**config.mk**
```make
export PLATFORM = sky130hd
export DESIGN_NAME = fetch_realign_buffer
export DESIGN_NICKNAME = d
export VERILOG_FILES = /design/src/rtl/fetch_realign_buffer.sv
export SDC_FILE = /design/constraint.sdc
export NUM_CORES = 1
export LEC_CHECK = 0
export BUFFER_PORTS_ARGS = -buffer_cell sky130_fd_sc_hd__buf_2
export CELL_PAD_IN_SITES_DETAIL_PLACEMENT = 1
export CELL_PAD_IN_SITES_GLOBAL_PLACEMENT = 1
export CORE_MARGIN = 5
export CORE_UTILIZATION = 38
export CTS_CLUSTER_SIZE = 28
export DETAILED_ROUTE_END_ITERATION = 10
export MAX_ROUTING_LAYER = met4
export PLACE_DENSITY_LB_ADDON = 0.1
export SYNTH_ARGS = -nofsm -noshare
export SYNTH_HDL_FRONTEND = slang
export SYNTH_SLANG_ARGS = --single-unit
```
**constraint.sdc**
```tcl
create_clock -name clk -period 4 [get_ports clk]
set_input_delay 0.6 -clock clk [delete_from_list [all_inputs] [get_ports clk]]
set_output_delay 0.6 -clock clk [all_outputs]
set_load 0.05 [all_outputs]
```
**src/rtl/fetch_realign_buffer.sv**
```systemverilog
// Fetch realignment buffer: turns a halfword-aligned PC into one aligned
// RV32I or RVC instruction, backed by a single-entry word buffer.
module fetch_realign_buffer #(
    parameter bit RDATA_BIG_ENDIAN = 1'b1,
    parameter int ADDR_W           = 30
) (
    input  logic              clk,
    input  logic              rst_n,
    input  logic [31:0]       pc,
    output logic              ready,
    output logic              compressed,
    output logic [31:0]       inst,
    input  logic              ICACHE_stall,
    output logic              ICACHE_ren,
    output logic              ICACHE_wen,
    output logic [ADDR_W-1:0] ICACHE_addr,
    input  logic [31:0]       ICACHE_rdata,
    output logic [31:0]       ICACHE_wdata
);

    typedef enum logic {
        S_IDLE,
        S_WAIT
    } state_t;

    state_t state_q, state_d;

    logic              buf_valid;
    logic [ADDR_W-1:0] buf_tag;
    logic [31:0]       buf_data;
    logic [ADDR_W-1:0] req_addr_r;

    logic [ADDR_W-1:0] w_addr, n_addr;
    logic [31:0]       rdata_n;
    logic              hit_w, hit_n;
    logic              buf_straddle;
    logic              req_ren;
    logic [ADDR_W-1:0] req_addr;
    logic              comp;
    logic              fwd_w, fwd_n;
    logic              avail_w, avail_n;
    logic [31:0]       word_w, word_n;
    logic [15:0]       lo_w, hi_w;
    logic              straddle;
    logic              rdy;
    logic              is_rvc;
    logic [31:0]       inst_c;
    logic              unused_pc0;

    assign unused_pc0 = pc[0];

    assign w_addr = pc[ADDR_W+1:2];
    assign n_addr = w_addr + ADDR_W'(1);

    // Bring the cache word into little-endian byte order once, at the port.
    generate
        if (RDATA_BIG_ENDIAN) begin : g_swap
            assign rdata_n = {ICACHE_rdata[7:0],   ICACHE_rdata[15:8],
                              ICACHE_rdata[23:16], ICACHE_rdata[31:24]};
        end else begin : g_noswap
            assign rdata_n = ICACHE_rdata;
        end
    endgenerate

    assign hit_w = buf_valid && (buf_tag == w_addr);
    assign hit_n = buf_valid && (buf_tag == n_addr);

    // Request selection only looks at the buffer, never at forwarded data,
    // which keeps ren/addr free of a loop through ICACHE_rdata.
    assign buf_straddle = pc[1] && (buf_data[17:16] == 2'b11);

    always_comb begin
        req_ren  = 1'b0;
        req_addr = w_addr;
        state_d  = state_q;
        if (state_q == S_WAIT) begin
            req_ren  = 1'b1;
            req_addr = req_addr_r;
            if (!ICACHE_stall) begin
                state_d = S_IDLE;
            end
        end else if (!hit_w) begin
            req_ren  = 1'b1;
            req_addr = w_addr;
        end else if (buf_straddle && !hit_n) begin
            req_ren  = 1'b1;
            req_addr = n_addr;
        end
        if (state_q == S_IDLE && req_ren && ICACHE_stall) begin
            state_d = S_WAIT;
        end
        if (!rst_n) begin
            req_ren = 1'b0;
            state_d = S_IDLE;
        end
    end

    assign comp  = req_ren && !ICACHE_stall;
    assign fwd_w = comp && (req_addr == w_addr);
    assign fwd_n = comp && (req_addr == n_addr);

    assign avail_w = hit_w || fwd_w;
    assign avail_n = hit_n || fwd_n;
    assign word_w  = fwd_w ? rdata_n : buf_data;
    assign word_n  = fwd_n ? rdata_n : buf_data;

    assign lo_w     = word_w[15:0];
    assign hi_w     = word_w[31:16];
    assign straddle = pc[1] && (hi_w[1:0] == 2'b11);

    assign rdy = rst_n && avail_w && (!straddle || avail_n);

    always_comb begin
        is_rvc = 1'b0;
        inst_c = 32'h0;
        if (!pc[1]) begin
            is_rvc = (lo_w[1:0] != 2'b11);
            inst_c = is_rvc ? {16'h0, lo_w} : word_w;
        end else begin
            is_rvc = (hi_w[1:0] != 2'b11);
            inst_c = is_rvc ? {16'h0, hi_w} : {word_n[15:0], hi_w};
        end
    end

    assign ready      = rdy;
    assign compressed = rdy && is_rvc;
    assign inst       = rdy ? inst_c : 32'h0;

    assign ICACHE_ren   = req_ren;
    assign ICACHE_addr  = req_ren ? req_addr : '0;
    assign ICACHE_wen   = 1'b0;
    assign ICACHE_wdata = 32'h0;

    always_ff @(posedge clk) begin
        if (!rst_n) begin
            state_q    <= S_IDLE;
            req_addr_r <= '0;
            buf_valid  <= 1'b0;
            buf_tag    <= '0;
            buf_data   <= 32'h0;
        end else begin
            state_q <= state_d;
            if (state_q == S_IDLE && req_ren && ICACHE_stall) begin
                req_addr_r <= req_addr;
            end
            if (comp) begin
                buf_valid <= 1'b1;
                buf_tag   <= req_addr;
                buf_data  <= rdata_n;
            end
        end
    end

endmodule
```
Word-level counts from Yosys, hierarchy flattened
Cells that the tools add are included.
- output and inout port bits: 98
- bits in registers: 94
- input port bits: 67
- eq/ne operators: 8
- add/subtract/negate cells: 1
- bitwise gates (word level): 1
- reductions and logical operators: 21
- multiplexer cells: 18
- operators with widths (kind ; number):
    $mux 32 ; 5
    $eq 30x30->1 ; 4
    $mux 30 ; 4
    $add 30x1->30 const B ; 1
    $mux 16 ; 1
    $logic_and 1x1->1 ; 15
    $mux 1 ; 8
    $eq 2x2->1 const B ; 2
    $ne 2x2->1 const B ; 2
    $logic_not 1->1 ; 3
    $logic_or 1x1->1 ; 3
    $not 1->1 ; 1

Depth between registers and ports, before layout
Gate-level depths: netlist of run 1.
- word-level depth: 18
- depth in mapped cells: 13

Least setup slack after synthesis of run 1
No wires, ideal clock.
- path type: in2out
- start: input port pc[11]
- end: output port inst[22]
- stages on the path: 12
- setup slack: -1.070 ns
- buffers on the path: 3
- arrival time: 4.470 ns
- cells stage by stage: buf_4 > xor2_1 > or4_1 > or4_1 > o32a_1 > a2bb2oi_1 > nand2b_1 > o32a_1 > buf_2 > a31o_4 > buf_6 > a211oi_1
- cells in the longest elaborated chain, start to end: 18
- elaborated cells on any way between the ends: 35
- those cells by class: 1 x add/sub; 7 x eq/ne; 13 x mux; 14 x reduce/logical
- ends and longest elaborated chain (what ; RTL line ; text):
    start, declared ; 9 ; input logic [31:0] pc,
    branches (longest 17 deep; another with $add 30x1->30) ; n/a ;
    $mux 32 * ; 127 ; assign inst = rdy ? inst_c : 32'h0;
    end, declared ; 12 ; output logic [31:0] inst,
Every way passes the cells marked *.

Worst setup path after layout of run 1
- start: register req_addr_r[19]
- end: output port inst[25]
- cells in the longest elaborated chain, start to end: 10
- elaborated cells on any way between the ends: 21
- those cells by class: 5 x eq/ne; 7 x mux; 9 x reduce/logical
- ends and longest elaborated chain (what ; RTL line ; text):
    start, declared ; 31 ; logic [ADDR_W-1:0] req_addr_r;
    start signal, assigned ; 144 ; req_addr_r <= req_addr;
    $mux 30 * ; 76 ; if (state_q == S_WAIT) begin
    $eq 30x30->1 ; 99 ; assign fwd_w = comp && (req_addr == w_addr);
    $logic_and 1x1->1 ; 99 ;
    $mux 32 ; 104 ; assign word_w = fwd_w ? rdata_n : buf_data;
    $eq 2x2->1 ; 109 ; assign straddle = pc[1] && (hi_w[1:0] == 2'b11);
    $logic_and 1x1->1 ; 109 ;
    $logic_not 1->1 ; 111 ; assign rdy = rst_n && avail_w && (!straddle || avail_n);
    $logic_or 1x1->1 ; 111 ;
    $logic_and 1x1->1 ; 111 ;
    $mux 32 * ; 127 ;
Mark *: on every way between the ends. The rest lies on a longest branch, timed or not.

==> results of run 1 <==
[per-layer routing]
metal	vias up	GRT usage, %	routed length [um]
li1	4502	-	-
met1	5187	41.9	17600
met2	494	55.5	22100
met3	124	4.70	3090
met4	0	10.6	1650
met5	-	-	0
[power groups by stage]
stage	Combinational, W	Sequential, W	Clock [W]
detailed placement	0.00121	0.00108	0
CTS	0.00135	0.00106	0.000889
floorplan	0.000731	0.00107	0
global route	0.00150	0.00108	0.000935
global placement	0.00118	0.00108	0
finish	0.00144	0.00107	0.000894
[flip-flops by register name, indices dropped and copies added, names as in the netlist]
| signal | count |
|---|---|
| buf_data | 32 |
| state_q | 1 |
| buf_valid | 1 |
| req_addr_r | 30 |
| buf_tag | 30 |
[how the worst min path moves through the flow]
| stage | endpoint | startpoint | slack [ps] | cells past startpoint |
|---|---|---|---|---|
| after global placement | buf_tag[18] | buf_tag[18] | 460 | 2 |
| after CTS | buf_data[15] | ICACHE_rdata[23] | 470 | 2 |
| final | buf_data[2] | ICACHE_rdata[26] | 480 | 2 |
| after detailed placement | buf_tag[11] | buf_tag[11] | 470 | 2 |
| after floorplan | buf_tag[0] | buf_tag[0] | 450 | 2 |
| after global routing | buf_tag[18] | buf_tag[18] | 500 | 2 |
[repair_timing]
item	in CTS	in global routing
gates resized for setup	233	60
hold endpoints to repair	0	0
buffers inserted	23	9
setup endpoints to repair	116	65
pin swaps	44	31
cloned	8	1
[logic make-up after synthesis]
logic type               after synthesis  synth area share, %
XOR/XNOR                             114                 12.4
multiplexers                          97                 13.9
flip-flops                            94                 22.4
other                                  1               0.0447
buffers and inverters                140                 9.70
adder cells (fa/ha/maj)                1                0.149
AND/OR/NAND/NOR                      398                 24.1
AO/OA/AOI/OAI                        194                 17.3
[cell type report]
type	instances	area (um^2)
Antenna cell	1	2.50
Clock buffer	11	243
Clock inverter	5	33.8
Fill cell	2465	8050
Inverter	15	62.6
Multi-Input combinational cell	837	6830
Sequential cell	94	1880
Tap cell	280	350
Timing Repair Buffer	480	4370
[synthesized netlist by cell type (4+ instances only)]
library cell	number	area, um^2
clkbuf_1	36	135
a211oi_1	10	75.1
nor2b_1	22	138
dfxtp_1	94	1880
and2_1	4	25.0
nand2b_1	6	37.5
nor3_1	22	110
o21a_1	4	30.0
a311oi_1	16	140
and4_1	8	70.1
nor4_1	19	119
xnor2_1	69	604
xor2_1	42	368
and3_1	10	62.6
a21oi_1	37	185
nor2_1	88	330
nand4_1	36	225
a211oi_2	7	87.6
mux4_2	16	360
o31ai_1	5	37.5
buf_4	40	300
nand2_1	114	428
buf_1	7	26.3
mux2i_1	81	811
a21o_1	4	30.0
inv_1	13	48.8
or3_1	9	56.3
buf_6	9	101
nand3_1	30	150
buf_2	29	145
a31oi_1	20	125
o21ai_0	20	100
a22o_1	30	263
or4_1	10	75.1
[metrics by stage]
stage	cells	total power (W)	setup TNS, ps	utilization [%]
detailed placement	1668	0.00229	-75820	54.2
global placement	1668	0.00226	-74060	54.2
CTS	1714	0.00330	-25100	61.3
finish	1723	0.00341	-29230	63.1
floorplan	1071	0.00180	-10980	-
global route	1723	0.00351	-36810	63.1
[worst max-delay path, cell delays in order, from the launching register on]
cell and delay, ps:
dfxtp_1 330, xnor2_1 420, nand4_1 260, or4_4 610
o32a_1 340, a2bb2oi_4 170, nand2b_4 160, o32a_1 350
buf_4 200, a311oi_1 350, buf_4 210, a211oi_4 50
buf_6 180
==> results.py, run 1 <==
metrics = {
    "final_layout": {
        "layout.cells.most_common": "buf_4",
        "final_cell_area_mm2": 0.0138,
        "flow.area_growth_from_synthesis_pct": 64.0,
        "layout_cells_sized_above_1_pct": 45.4,
        "layout.cells.most_common_list": "buf_4, nand2_1, dfxtp_1, mux2i_1, xnor2_1",
        "finish.net_count": 1505,
    },
    "setup_path": {
        "capture_instance_of_the_worst_register_to_register_path": "buf_data[27]",
        "worstSetupEndpoint": "inst[25]",
        "critical_path.startpoint": "req_addr_r[19]",
        "setup.worst_path.start_class": "register",
        "max_fanout_on_critical_path": 8,
        "timing.critical_path.required_ps": 3400,
        "crit_type": "reg2out",
        "critPathArrivalTime_ps": 4030,
        "r2r_setup_slack_ps": 630,
        "regToRegStartpoint": "buf_tag[13]",
        "timing.critical_path.to_type": "output pin",
        "worstRegToRegCells": 14,
    },
    "clock_tree": {
        "cts.sinks": 94,
        "cts-root-buf": "clkbuf_16",
        "clk_path_buf_depth": 2,
        "cts_tree": "yes",
        "postCtsHoldBufs": 0,
        "htree_levels": 3,
        "clock_latency_ps": 380,
        "cts_made_buffers": 9,
        "cts.clk_slew.worst_paths_ps": 80,
    },
    "floorplan": {
        "die_w_um": 159,
        "fp.coreArea_mm2": 0.0218,
        "design.die.area_mm2": 0.0252,
        "pin_count": 165,
        "floorplan.initialDensity_pct": 38.5,
        "num_rows": 54,
        "floorplan.die.height_um": 159,
    },
    "timing": {
        "timing.final.max_slew_violations": 0,
        "timing.slew.headroom_pct": 51.9,
        "rsz_0062_raised_after_global_routing": "yes",
        "max_freq_ghz": 0.216,
        "worst_clock_skew_on_the_final_layout_ps": 14.5,
        "worst-slew-pin-transition_ps": 715,
        "setup-violations-final": 65,
        "fin_crit_sh_pct": 116,
        "setup_ws_ps": -632,
        "hold_ws_ps": 477,
        "min_period_ps": 4630,
        "final-hold-violation-count": 0,
    },
    "synth": {
        "synth_async_sr_flop_share_pct": 0,
        "syn_avg_cell_area_um2": 8.08,
        "netlist_area_mm2": 0.00840,
        "yosys_register_bits": 94,
        "yosys_warnings": 0,
        "yosys_most_used_dff": "dfxtp_1",
        "synth.yosys.seq_area_share_pct": 22.4,
        "number_of_distinct_standard_cells_referenced_by_the_synthesized_netlist": 77,
        "synth_enable_flop_cells": 0,
        "synthesis.instances": 1039,
    },
    "outcome": {
        "run_status": "complete, but fails checks",
        "violations_in_the_final_reports": "setup timing",
    },
    "pwr": {
        "cell_internal_pwr_w": 0.00208,
        "leakagePower_nw": 5.65,
        "pwr-share-seq_pct": 31.4,
        "combinationalPowerShare_pct": 42.3,
        "switching_share_pct": 39.0,
        "vdd.ir_drop.worst_mv": 0.187,
        "power.density_cell_area_mw_per_mm2": 247,
        "net-switching-power_w": 0.00133,
        "power.share.clock_pct": 26.3,
    },
    "routing": {
        "detail_route.drc_violations": 0,
        "drt_iter0_drc": 903,
        "ant_nets": 0,
        "detailroute.via_count": 10307,
        "detail_route.wirelength_um": 44400,
        "routedWlPerCell_um": 25.8,
        "viasPerCell": 5.98,
        "firstDrtPassIters": 5,
    },
    "hold_path": {
        "hold_path_class": "in2reg",
    },
    "place": {
        "placement.io_buffers": 130,
        "placement_cell_area_mm2": 0.0118,
        "dp_worst_setup_slack_ps": -818,
        "gp_routability_congestion": 1.02,
        "dpl.hpwl_um": 29300,
    },
    "job": {
        "cap_violations": 0,
    },
    "global_routing": {
        "grt_first_pass_wirelength_um": 62700,
        "grt.total_usage_pct": 33.4,
        "global_route.overflow_total": 0,
        "number_of_antenna_violations_at_the_first_check_in_global_routing": 1,
        "grt_start_max_net_pins": 36,
        "first_global_vias": 10479,
    },
}
(Power assumes the default switching activity.)
==> run 2: changes to the inputs <==
--- a/config.mk
+++ b/config.mk
@@ -14,6 +14,7 @@
 export DETAILED_ROUTE_END_ITERATION = 10
 export MAX_ROUTING_LAYER = met4
 export PLACE_DENSITY_LB_ADDON = 0.1
+export RECOVER_POWER = 100
 export SYNTH_ARGS = -nofsm -noshare
 export SYNTH_HDL_FRONTEND = slang
 export SYNTH_SLANG_ARGS = --single-unit
==> run 2 against run 1 <==
  * The run still ends with setup timing left
  * Via count rose by 0.45%
  * Core utilization decreased by 0.21 points
  * Global-route usage did not move
  * Critical path type unchanged
  * Largest power group unchanged
==> results.py, run 2 (same netlist as run 1, synthesis figures left out) <==
metrics = {
    "outcome": {
        "run_status": "complete, but fails checks",
        "violations_in_the_final_reports": "setup timing",
    },
    "clock_tree": {
        "postCtsHoldBufs": 0,
        "cts_tree": "yes",
        "cts-root-buf": "clkbuf_16",
        "cts_made_buffers": 9,
        "clk_path_buf_depth": 2,
        "htree_levels": 3,
        "cts.sinks": 94,
        "clock_latency_ps": 380,
        "cts.clk_slew.worst_paths_ps": 80,
    },
    "place": {
        "dpl.hpwl_um": 29300,
        "gp_routability_congestion": 1.02,
        "placement.io_buffers": 130,
        "dp_worst_setup_slack_ps": -818,
        "placement_cell_area_mm2": 0.0118,
        "dp.cells": 1668,
    },
    "routing": {
        "detail_route.wirelength_um": 44500,
        "detailroute.via_count": 10353,
        "drt_iter0_drc": 908,
        "detail_route.drc_violations": 0,
        "firstDrtPassIters": 5,
        "routedWlPerCell_um": 25.8,
        "viasPerCell": 6.01,
        "ant_nets": 0,
    },
    "timing": {
        "timing.final.max_slew_violations": 0,
        "setup_ws_ps": -635,
        "worst-slew-pin-transition_ps": 722,
        "final-hold-violation-count": 0,
        "finalSetupTns_ps": -28830,
        "min_period_ps": 4630,
        "worst_clock_skew_on_the_final_layout_ps": 15.4,
        "setup-violations-final": 65,
        "timing.slew.headroom_pct": 51.5,
        "fin_crit_sh_pct": 116,
        "max_freq_ghz": 0.216,
        "rsz_0062_raised_after_global_routing": "yes",
    },
    "final_layout": {
        "finish.net_count": 1505,
        "flow.area_growth_from_synthesis_pct": 63.5,
        "regMostFlops": "buf_data",
        "layout.cells.most_common_list": "buf_4, nand2_1, dfxtp_1, mux2i_1",
        "final_cell_area_mm2": 0.0137,
        "fillers": 2470,
        "layout.cells.most_common": "buf_4",
        "final-instance-count-excl-fill": 1723,
        "largest_register_ffs": 32,
        "largest_registers_ranked_by_flip_flop_count": "buf_data (32), buf_tag (30), req_addr_r (30)",
        "layout_cells_sized_above_1_pct": 45.4,
    },
    "global_routing": {
        "grt_first_pass_wirelength_um": 62700,
        "grt.total_usage_pct": 33.4,
        "number_of_antenna_violations_at_the_first_check_in_global_routing": 1,
        "first_global_vias": 10479,
        "global_route.overflow_total": 0,
        "grt_start_max_net_pins": 36,
    },
    "floorplan": {
        "floorplan.die.height_um": 159,
        "design.die.area_mm2": 0.0252,
        "floorplan.initialDensity_pct": 38.5,
        "fp.coreArea_mm2": 0.0218,
        "pin_count": 165,
        "die_w_um": 159,
        "num_rows": 54,
    },
    "setup_path": {
        "timing.critical_path.slowest_cell_delay_ps": 610,
        "critical_path.slowest_cell": "or4_4",
        "crit_type": "reg2out",
        "timing.critical_path.to_type": "output pin",
        "setup.worst_path.start_class": "register",
        "critPathArrivalTime_ps": 4030,
        "timing.critical_path.required_ps": 3400,
        "max_fanout_on_critical_path": 8,
        "timing.critical_path.cells": "xnor2_1 > nand4_1 > or4_4 > o32a_1 > a2bb2oi_4 > nand2b_4 > o32a_1 > buf_4 > a311oi_1 > buf_4 > a211oi_4 > buf_6",
    },
    "job": {
        "cap_violations": 0,
    },
    "hold_path": {
        "hold_path_class": "in2reg",
    },
    "pwr": {
        "power.density_cell_area_mw_per_mm2": 248,
        "vdd.ir_drop.worst_mv": 0.183,
        "leakagePower_nw": 5.64,
    },
}
## run 2: changes by cell type in the layout (fill, tap and decap cells not counted), sizes merged
cell | before | now
clkbuf | 12 | 15
buf | 476 | 473
## run 2: routing by layer
| layer | vias to the layer above | share of wire [%] | track usage (%) |
|---|---|---|---|
| met5 | - | 0 | - |
| met4 | 0 | 3.7 | 10.6 |
| li1 | 4497 | - | - |
| met3 | 124 | 7.0 | 4.70 |
| met2 | 568 | 50 | 55.5 |
| met1 | 5164 | 40 | 41.9 |
## run 2: area by class of cell
cell class	count	area (um^2)	area share [%]
Clock buffer	11	243	1.77
Clock inverter	5	33.8	0.246
Multi-Input combinational cell	837	6820	49.7
Timing Repair Buffer	480	4330	31.5
Inverter	15	62.6	0.456
Sequential cell	94	1880	13.7
Antenna cell	1	2.50	0.0182
Tap cell	280	350	2.55
## run 2: final timing paths
| path | startpoint | to | slack [ps] | cells after the start |
|---|---|---|---|---|
| setup / recovery | req_addr_r[19] | inst[25] | -630 | 12 |
| hold / removal | ICACHE_rdata[26] | buf_data[2] | 480 | 2 |
| setup reg to reg | buf_tag[18] | buf_data[27] | 470 | 12 |
| hold reg to reg | buf_tag[7] | buf_tag[7] | 480 | 2 |
## run 2: critical path, delay by kind of cell (launching register included)
kind | cells | cell delay (ps)
flip-flops | 1 | 340
AO/OA/AOI/OAI | 5 | 1270
AND/OR/NAND/NOR | 3 | 1050
XOR/XNOR | 1 | 420
buffers and inverters | 3 | 590
## run 2: repair_timing
item	CTS	global route
pin swaps	44	31
buffers inserted	23	9
endpoints found under the setup margin	116	65
gates cloned	8	1
resized for setup	233	60
## run 2: power breakdown
part / internal (W) / switching (W)
sequential: 0.00100 / 0.0000686
combinational: 0.000631 / 0.000806
clock: 0.000441 / 0.000454
## run 2: through the flow
step	hold WS (ps)	util [%]	power [W]
6_report	479	62.9	0.00340
5_1_grt	496	62.9	0.00351
4_1_cts	467	61.3	0.00330
3_5_place_dp	466	54.2	0.00229
3_3_place_gp	455	54.2	0.00226
2_1_floorplan	447	-	0.00180
